`config.mk`:
```
export PLATFORM = sky130hd
export DESIGN_NAME = fpu_div_arbiter
export DESIGN_NICKNAME = d
export VERILOG_FILES = /design/src/rtl/fpu_div_arbiter.sv
export SDC_FILE = /design/constraint.sdc
export NUM_CORES = 1
export LEC_CHECK = 0
export CAP_MARGIN = 20
export CELL_PAD_IN_SITES_DETAIL_PLACEMENT = 1
export CELL_PAD_IN_SITES_GLOBAL_PLACEMENT = 1
export CORE_AREA = 2 2 160 162
export CTS_CLUSTER_DIAMETER = 30
export CTS_CLUSTER_SIZE = 10
export DETAILED_ROUTE_END_ITERATION = 8
export DIE_AREA = 0 0 162 164
export GPL_TIMING_DRIVEN = 0
export PLACE_DENSITY_LB_ADDON = 0.1
export SYNTH_ARGS = -nofsm -noshare
export SYNTH_HDL_FRONTEND = slang
export SYNTH_SLANG_ARGS = --single-unit
export TNS_END_PERCENT = 30
```
`constraint.sdc`:
```
create_clock -name clk -period 1.9 [get_ports clk]
set_clock_uncertainty 0.05 [all_clocks]
set_input_delay 0.285 -clock clk [delete_from_list [all_inputs] [get_ports clk]]
set_output_delay 0.285 -clock clk [all_outputs]
set_load 0.01 [all_outputs]
```
`src/rtl/fpu_div_arbiter.sv`:
```
// fpu_div_arbiter
//   Shares one FP32 divider among NUM_REQ requesters. Operand pairs are accepted
//   over a valid/ready handshake, the next requester is chosen round-robin, the
//   divider is started with a single En pulse, and its Result/NaN are returned to
//   the granted requester with a one-hot, one-cycle response strobe.
//
//   Optional macro DIV_TIMEOUT_EN: adds a WAIT-state watchdog of TIMEOUT_CYCLES.
//   On expiry a quiet NaN is returned, the divider is flushed and a sticky
//   timeout_err flag is raised. Without the macro, div_flush and timeout_err are 0.
//
// Ports
//   clk, reset       clock, synchronous active-high reset
//   req_valid/ready  per-requester handshake (ready is one-hot, combinational)
//   req_a, req_b     packed operands, requester i at [32i+31:32i]
//   rsp_valid        one-hot one-cycle response strobe
//   rsp_result/nan   quotient and NaN flag, held until the next capture
//   div_A/B/en       divider operands and start pulse
//   div_result/ready/nan  divider outputs (ready is a one-cycle pulse)
//   div_flush        one-cycle divider flush pulse
//   busy             high whenever the FSM is not idle
//   timeout_err      sticky watchdog flag

module fpu_div_arbiter #(
   parameter int unsigned NUM_REQ        = 4,
   parameter int unsigned TIMEOUT_CYCLES = 128
) (
   input  logic                   clk,
   input  logic                   reset,
   input  logic [NUM_REQ-1:0]     req_valid,
   output logic [NUM_REQ-1:0]     req_ready,
   input  logic [32*NUM_REQ-1:0]  req_a,
   input  logic [32*NUM_REQ-1:0]  req_b,
   output logic [NUM_REQ-1:0]     rsp_valid,
   output logic [31:0]            rsp_result,
   output logic                   rsp_nan,
   output logic [31:0]            div_A,
   output logic [31:0]            div_B,
   output logic                   div_en,
   input  logic [31:0]            div_result,
   input  logic                   div_ready,
   input  logic                   div_nan,
   output logic                   div_flush,
   output logic                   busy,
   output logic                   timeout_err
);

   localparam int unsigned IdW = $clog2(NUM_REQ);

   if (NUM_REQ < 2 || NUM_REQ > 8 || TIMEOUT_CYCLES < 1) begin : g_bad_params
      $error("fpu_div_arbiter: unsupported parameter values");
   end

   typedef enum logic [1:0] {StIdle, StIssue, StWait, StRespond} state_e;

   state_e             state_q;
   logic [IdW-1:0]     rr_q;
   logic [IdW-1:0]     gnt_q;
   logic [31:0]        div_a_q;
   logic [31:0]        div_b_q;
   logic               div_en_q;
   logic [NUM_REQ-1:0] rsp_valid_q;
   logic [31:0]        rsp_result_q;
   logic               rsp_nan_q;

   logic               win_found;
   logic [IdW-1:0]     win_id;
   logic [IdW-1:0]     idx_c;
   logic [31:0]        win_a;
   logic [31:0]        win_b;

`ifdef DIV_TIMEOUT_EN
   localparam int unsigned CntW = $clog2(TIMEOUT_CYCLES + 1);
   logic [CntW-1:0]    tmo_cnt_q;
   logic               div_flush_q;
   logic               timeout_err_q;
`endif

   // Round-robin search starting just after the last served requester.
   always_comb begin : arbitrate
      win_found = 1'b0;
      win_id    = '0;
      idx_c     = '0;
      for (int unsigned k = 1; k <= NUM_REQ; k++) begin
         idx_c = IdW'((32'(rr_q) + k) % NUM_REQ);
         if (!win_found && req_valid[idx_c]) begin
            win_found = 1'b1;
            win_id    = idx_c;
         end
      end
   end

   always_comb begin : operand_mux
      win_a = '0;
      win_b = '0;
      for (int unsigned i = 0; i < NUM_REQ; i++) begin
         if (win_id == IdW'(i)) begin
            win_a = req_a[32*i +: 32];
            win_b = req_b[32*i +: 32];
         end
      end
   end

   // Gated by reset so a grant is never handed out in a cycle that is being discarded.
   always_comb begin : ready_gen
      req_ready = '0;
      if (state_q == StIdle && win_found && !reset) begin
         req_ready[win_id] = 1'b1;
      end
   end

   always_ff @(posedge clk) begin : fsm
      if (reset) begin
         state_q      <= StIdle;
         rr_q         <= IdW'(NUM_REQ - 1);
         gnt_q        <= '0;
         div_a_q      <= '0;
         div_b_q      <= '0;
         div_en_q     <= 1'b0;
         rsp_valid_q  <= '0;
         rsp_result_q <= '0;
         rsp_nan_q    <= 1'b0;
`ifdef DIV_TIMEOUT_EN
         tmo_cnt_q     <= '0;
         div_flush_q   <= 1'b0;
         timeout_err_q <= 1'b0;
`endif
      end else begin
         div_en_q    <= 1'b0;
         rsp_valid_q <= '0;
`ifdef DIV_TIMEOUT_EN
         div_flush_q <= 1'b0;
`endif
         unique case (state_q)
            StIdle: begin
               if (win_found) begin
                  div_a_q  <= win_a;
                  div_b_q  <= win_b;
                  gnt_q    <= win_id;
                  div_en_q <= 1'b1;
                  state_q  <= StIssue;
               end
            end
            StIssue: begin
`ifdef DIV_TIMEOUT_EN
               tmo_cnt_q <= '0;
`endif
               state_q <= StWait;
            end
            // div_A/div_B are not touched here: the divider re-reads them after En.
            StWait: begin
               if (div_ready) begin
                  rsp_result_q       <= div_result;
                  rsp_nan_q          <= div_nan;
                  rsp_valid_q[gnt_q] <= 1'b1;
                  state_q            <= StRespond;
               end
`ifdef DIV_TIMEOUT_EN
               else if (tmo_cnt_q == CntW'(TIMEOUT_CYCLES - 1)) begin
                  rsp_result_q       <= 32'h7FC0_0000;
                  rsp_nan_q          <= 1'b1;
                  rsp_valid_q[gnt_q] <= 1'b1;
                  timeout_err_q      <= 1'b1;
                  div_flush_q        <= 1'b1;
                  state_q            <= StRespond;
               end else begin
                  tmo_cnt_q <= tmo_cnt_q + 1'b1;
               end
`endif
            end
            StRespond: begin
               rr_q    <= gnt_q;
               state_q <= StIdle;
            end
         endcase
      end
   end

   assign div_A      = div_a_q;
   assign div_B      = div_b_q;
   assign div_en     = div_en_q;
   assign rsp_valid  = rsp_valid_q;
   assign rsp_result = rsp_result_q;
   assign rsp_nan    = rsp_nan_q;
   assign busy       = (state_q != StIdle);

`ifdef DIV_TIMEOUT_EN
   assign div_flush   = div_flush_q;
   assign timeout_err = timeout_err_q;
`else
   assign div_flush   = 1'b0;
   assign timeout_err = 1'b0;
`endif

endmodule

```
## Word level (Yosys, flattened, before mapping)

Index checks and enable logic that the tools add are counted.

| word-level totals | value |
|---|---|
| flip-flop bits (word level) | 108 |
| bits of input ports | 296 |
| output and inout port bits | 109 |

| cells by class | value |
|---|---|
| multiplexer cells | 33 |
| reductions and logical operators | 19 |
| bitwise operators | 3 |
| $add $sub $neg | 4 |
| magnitude comparators | 8 |
| equal/unequal tests | 8 |

Operators by type and width:

| operator | count |
|---|---|
| 32-bit 2-to-1 mux | 8 |
| 2-bit by 3-bit less-than comparator with 1-bit output (second input constant) | 6 |
| 2-bit 2-to-1 mux | 6 |
| 1-bit 2-to-1 mux | 11 |
| 1-bit binary-select mux with 2-bit select | 4 |
| 2-bit equality test (second input constant) | 4 |
| 2-bit case mux with 4 select lines | 1 |
| 1-bit logical AND | 7 |
| 2-bit AND reduction | 3 |
| 2-bit by 1-bit adder with 2-bit output (second input constant) | 2 |
| 2-bit adder (second input constant) | 2 |
| 1-bit demux with 2-bit select | 2 |
| 2-bit by 1-bit equality test with 1-bit output (second input constant) | 2 |
| 2-bit by 1-bit greater-or-equal comparator with 1-bit output (second input constant) | 2 |
| 1-bit logical NOT | 4 |
| 2-bit logical NOT | 2 |
| 4-bit 2-to-1 mux | 1 |
| 2-bit inequality test (second input constant) | 2 |
| 1-bit inverter | 3 |
| 3-bit OR reduction | 1 |
| 2-bit nonzero test | 1 |
| 2-bit OR reduction | 1 |

## Depth between registers and ports, before layout

| logic depth | value |
|---|---|
| word-level depth | 18 |
| depth in mapped cells | 9 |
| depth with buffers taken out | 7 |

## Least setup slack after synthesis

Ideal clock, no wire load.

| timing | value |
|---|---|
| kind | flip-flop to output port |
| from | register state_q[0] |
| to | output port req_ready[0] |
| data arrival time | 1.484 ns |
| slack | 0.081 ns |
| cell stages (with the launch flop) | 10 |
| cell sequence | dfxtp_1 inv_1 ha_1 inv_1 nor3_2 nor2b_4 buf_6 buf_2 inv_1 nor2_1 |

| between the ends | value |
|---|---|
| longest elaborated chain between the ends | 4 |

RTL lines:

| item | line | RTL |
|---|---|---|
| start: declaration | 55 | `state_e state_q;` |
| start signal: assignment | 113 | `state_q <= StIdle;` |
| start signal: assignment | 140 | `state_q <= StIssue;` |
| start signal: assignment | 147 | `state_q <= StWait;` |
| 2-bit logical NOT | 106 | `if (state_q == StIdle && win_found && !reset) begin` |
| 1-bit logical AND (2 in a row) | 106 |  |
| 4-bit 2-to-1 mux | 106 |  |
| end: declaration | 30 | `output logic [NUM_REQ-1:0] req_ready,` |

No other way between the ends.

## Final worst setup path

| timing | value |
|---|---|
| from | register rr_q[1] |
| to | output port req_ready[1] |

| between the ends | value |
|---|---|
| longest elaborated chain between the ends | 18 |
| elaborated cells between the ends (all ways) | 34 |
| classes of those cells | add/sub: 4; order compare: 2; mux: 19; reduce/logical: 9 |

RTL lines:

| item | line | RTL |
|---|---|---|
| start: declaration | 56 | `logic [IdW-1:0] rr_q;` |
| start signal: assignment | 114 | `rr_q <= IdW'(NUM_REQ - 1);` |
| start signal: assignment | 171 | `rr_q <= gnt_q;` |
| 2-bit by 1-bit adder with 2-bit output | 84 | `idx_c = IdW'((32'(rr_q) + k) % NUM_REQ);` |
| 1-bit binary-select mux with 2-bit select | 85 | `if (!win_found && req_valid[idx_c]) begin` |
| 1-bit 2-to-1 mux (not written as such) | 85 |  |
| 1-bit 2-to-1 mux | 85 |  |
| 1-bit logical NOT | 85 |  |
| 1-bit logical AND | 85 |  |
| 1-bit 2-to-1 mux | 85 |  |
| 1-bit logical NOT | 85 |  |
| [... 2 more ...] | n/a |  |
| 1-bit logical NOT | 85 |  |
| 1-bit logical AND | 85 |  |
| 2-bit 2-to-1 mux | 85 |  |
| 2-bit by 3-bit less-than comparator with 1-bit output (not written as such) / 2-bit by 1-bit greater-or-equal comparator with 1-bit output (equally long branches) | 107 | `req_ready[win_id] = 1'b1;` |
| 1-bit logical AND (not written as such) | 107 |  |
| 1-bit 2-to-1 mux (not written as such) | 107 |  |
| 1-bit demux with 2-bit select | 107 |  |
| 4-bit 2-to-1 mux * | 106 |  |

Every way passes the cells marked *; elsewhere a longest branch is shown, timed or not. The select of a mux whose other input is x is not followed.

==> results.tsv <==
metric	value	unit
CP max-delay cell	dfxtp_2	
Post-Place Cell Area	0.0108	mm^2
leakage power	0.00444	uW
sw frac	35.8	%
number of port buffers	401	
synthesized instance count	730	
final setup fails	8	
Tcrit/Tclk final	114	%
leading area contributor after synthesis	dfxtp_1	
Rows	58	
Clock Pin Slew Worst Setup and Hold Paths	80	ps
placed insts	1462	
Chip Height	164	um
violated checks	setup timing	
GRT Overall Usage	22.0	%
Initial Util	25.6	%
Hold Path Class	in -> reg	
status	finished, violations left	
design area	0.0119	mm^2
Synth Flop Type	dfxtp_1	
Final ANT Viol Nets	0	
Slew @ Worst Pin	512	ps
Hold WS	397	ps
Min-Delay Startpoint	reset	
drt pass-1 iters	4	
share of layout cells above drive strength 1	20.7	%
die area	0.0266	mm^2
crit path DAT	1840	ps
Logic pwr share	52.2	%
most used cell, CP	buf_6	
htree depth	3	
vias in the first global route	7748	
most frequent cells in the layout	clkdlybuf4s50_1 (392), nand2_1 (133), dfxtp_1 (104)	
clk buf depth	2	
Ys Warns	0	
area growth from synthesis to layout	86.5	%
number of library cell types mapped by synthesis	45	
Num CTS Buffers	9	
Switching Power	3950	uW
reg-to-reg slack, setup	20	ps
first-pass GRT wire length	44800	um
Seq/Total Area, Yosys	34.0	%
crit path kind	reg -> out	
Critical Path Source Type	flip-flop	
drt wl/cell	20.1	um
Ports	405	
Critical Path RT	1560	ps
GRT overflow	0	
TritonCTS clock tree	built	
number of synthesized flops with an enable pin	0	
largest net degree at the start of global routing	23	
Clk network pwr share	18.5	%
FMAX	461	MHz
clock sink total	108	
drc violations	0	
die width	162	um
commonest non-fill, non-tap cell in the layout	clkdlybuf4s50_1	
via-per-instance ratio	4.94	
detailed placer's ending HPWL	23100	um
slowest stage delay, CP	340	ps
fin cells	1507	
final hold vios	0	
final-stage net count	1471	
fillcell total	2859	
drt initial violations	292	
Synth Cell Area	0.00636	mm^2
RSZ-0062 raised after global routing	yes	
final slew viol count	0	
routability cong.	0.791	
asr flop ratio synth	0	%
Slew HR	65.9	%
Worst Path Max Fanout	5	
crit path capture type	output port	
Critical path origin	rr_q[1]$_SDFFE_PP1N_	
Worst-Skew Late Latency	360	ps
Critical R2R Launch	rr_q[1]$_SDFFE_PP1N_	
Clock Tree Root	clkbuf_16	
Post-Route Setup TNS	-952	ps
Worst VDD drop	0.506	mV
crit path time final	2170	ps
CP top delay family	buffers and inverters	
drt total wl	30300	um
Crit path buffers/inverters	5	
Avg Inst Size Synth	8.71	um^2
Max Cap Viol	0	
total number of vias	7438	
CP cell instances	buf_6 -> o21ai_2 -> o221a_4 -> buf_12 -> nor2b_4 -> buf_6 -> buf_6 -> and2_4 -> buf_6	
Power Dens Cells	931	mW/mm^2
synth top area cells	dfxtp_1 (34%), mux2i_1 (11%), a21bo_2 (9.9%)	
Synth Register Bits	108	
Core ar.	0.0248	mm^2
initial antenna violation count	2	
sequential share of power	29.3	%
top cell type's share of synthesized area	34.0	%
Cell Int Power	7090	uW
worst setup margin	-270	ps
Yosys cell counts, types with 2 or more instances:
master / n
nand2_1: 133
dfxtp_1: 108
mux2i_1: 67
a21bo_2: 63
nand4_1: 63
o31ai_1: 63
o211ai_1: 55
clkbuf_1: 39
a21oi_1: 35
buf_2: 30
nor2_1: 12
o211ai_2: 8
buf_8: 5
buf_6: 4
ha_1: 4
inv_1: 4
nor2b_1: 4
buf_4: 3
a211o_1: 2
and2_1: 2
o21a_1: 2
stage by stage:
| stage | power, uW | util [%] | worst slack, ps |
|---|---|---|---|
| after floorplan | 5760 | - | 81.0 |
| after global placement | 8380 | 43.5 | -1140 |
| after detailed placement | 8430 | 43.5 | -1180 |
| after CTS | 10900 | 46.3 | -262 |
| after global routing | 11700 | 47.8 | -344 |
| final | 11000 | 47.8 | -270 |
power by group through the flow:
stage	logic [uW]	clock network (uW)	registers (uW)
global route	6210	2200	3310
detailed placement	5160	0	3270
finish	5770	2040	3230
floorplan	2240	0	3530
global placement	5130	0	3250
CTS	5520	2120	3230
metal layers:
metal | vias to the layer above | global-route usage (%) | wire, um
li1 | 3584 | - | -
met2 | 264 | 39.1 | 15200
met1 | 3553 | 25.9 | 12300
met5 | - | 0 | 13
met4 | 2 | 6.36 | 657
met3 | 35 | 5.86 | 2160
sequential cells by signal, indices dropped and copies added, names as in the netlist:
| signal | cells |
|---|---|
| state_q | 2 |
| div_A | 32 |
| rr_q | 2 |
| rsp_nan | 1 |
| rsp_valid | 4 |
| div_B | 32 |
| div_en | 1 |
| rsp_result | 32 |
| gnt_q | 2 |
what timing repair did:
| action | 4_1_cts | 5_1_grt |
|---|---|---|
| cloned | 0 | 1 |
| buffers inserted | 23 | 7 |
| pin swaps | 10 | 15 |
| hold buffers | 0 | 0 |
| endpoints found under the setup margin | 70 | 89 |
| gates resized for setup | 93 | 112 |
| hold endpoints to repair | 0 | 0 |
path summary, 6_finish.rpt:
| check | cells after the start | to |
|---|---|---|
| worst max-delay path | 9 | req_ready[1] |
| worst max register to register | 10 | div_A[4]$_SDFFE_PP0N_ |
| worst min-delay path | 2 | div_en$_SDFF_PP0_ |
| worst min register to register | 2 | rsp_result[26]$_SDFFE_PP0P_ |
worst reg2reg max path, delay by kind of cell, from the launching register on:
family | cells | cell delay (ps)
AND/OR/NAND/NOR | 1 | 110
buffers and inverters | 5 | 680
flip-flops | 1 | 340
AO/OA/AOI/OAI | 4 | 630
layout make-up:
type / count / area [um^2] / area share [%]
Antenna cell: 1 / 2.50 / 0.0211
Buffer: 80 / 633 / 5.34
Clock buffer: 9 / 225 / 1.90
Clock inverter: 7 / 88.8 / 0.749
Inverter: 4 / 17.5 / 0.148
Multi-Input combinational cell: 537 / 4000 / 33.7
Sequential cell: 108 / 2170 / 18.3
Tap cell: 330 / 413 / 3.48
Timing Repair Buffer: 431 / 4310 / 36.4
cells by family (layout without fill, tap and decap cells):
logic type | after synthesis | in the layout | share of synthesized area, %
AOI/OAI and AO/OA | 236 | 236 | 29.9
adders and majority gates | 4 | 4 | 0.787
buffers and inverters | 86 | 531 | 7.46
DFF | 108 | 108 | 34.0
muxes | 67 | 67 | 10.6
other | 1 | 3 | 0.0590
and+or+nand+nor | 228 | 228 | 17.3
No activity file was read; power rests on OpenSTA's default activity.
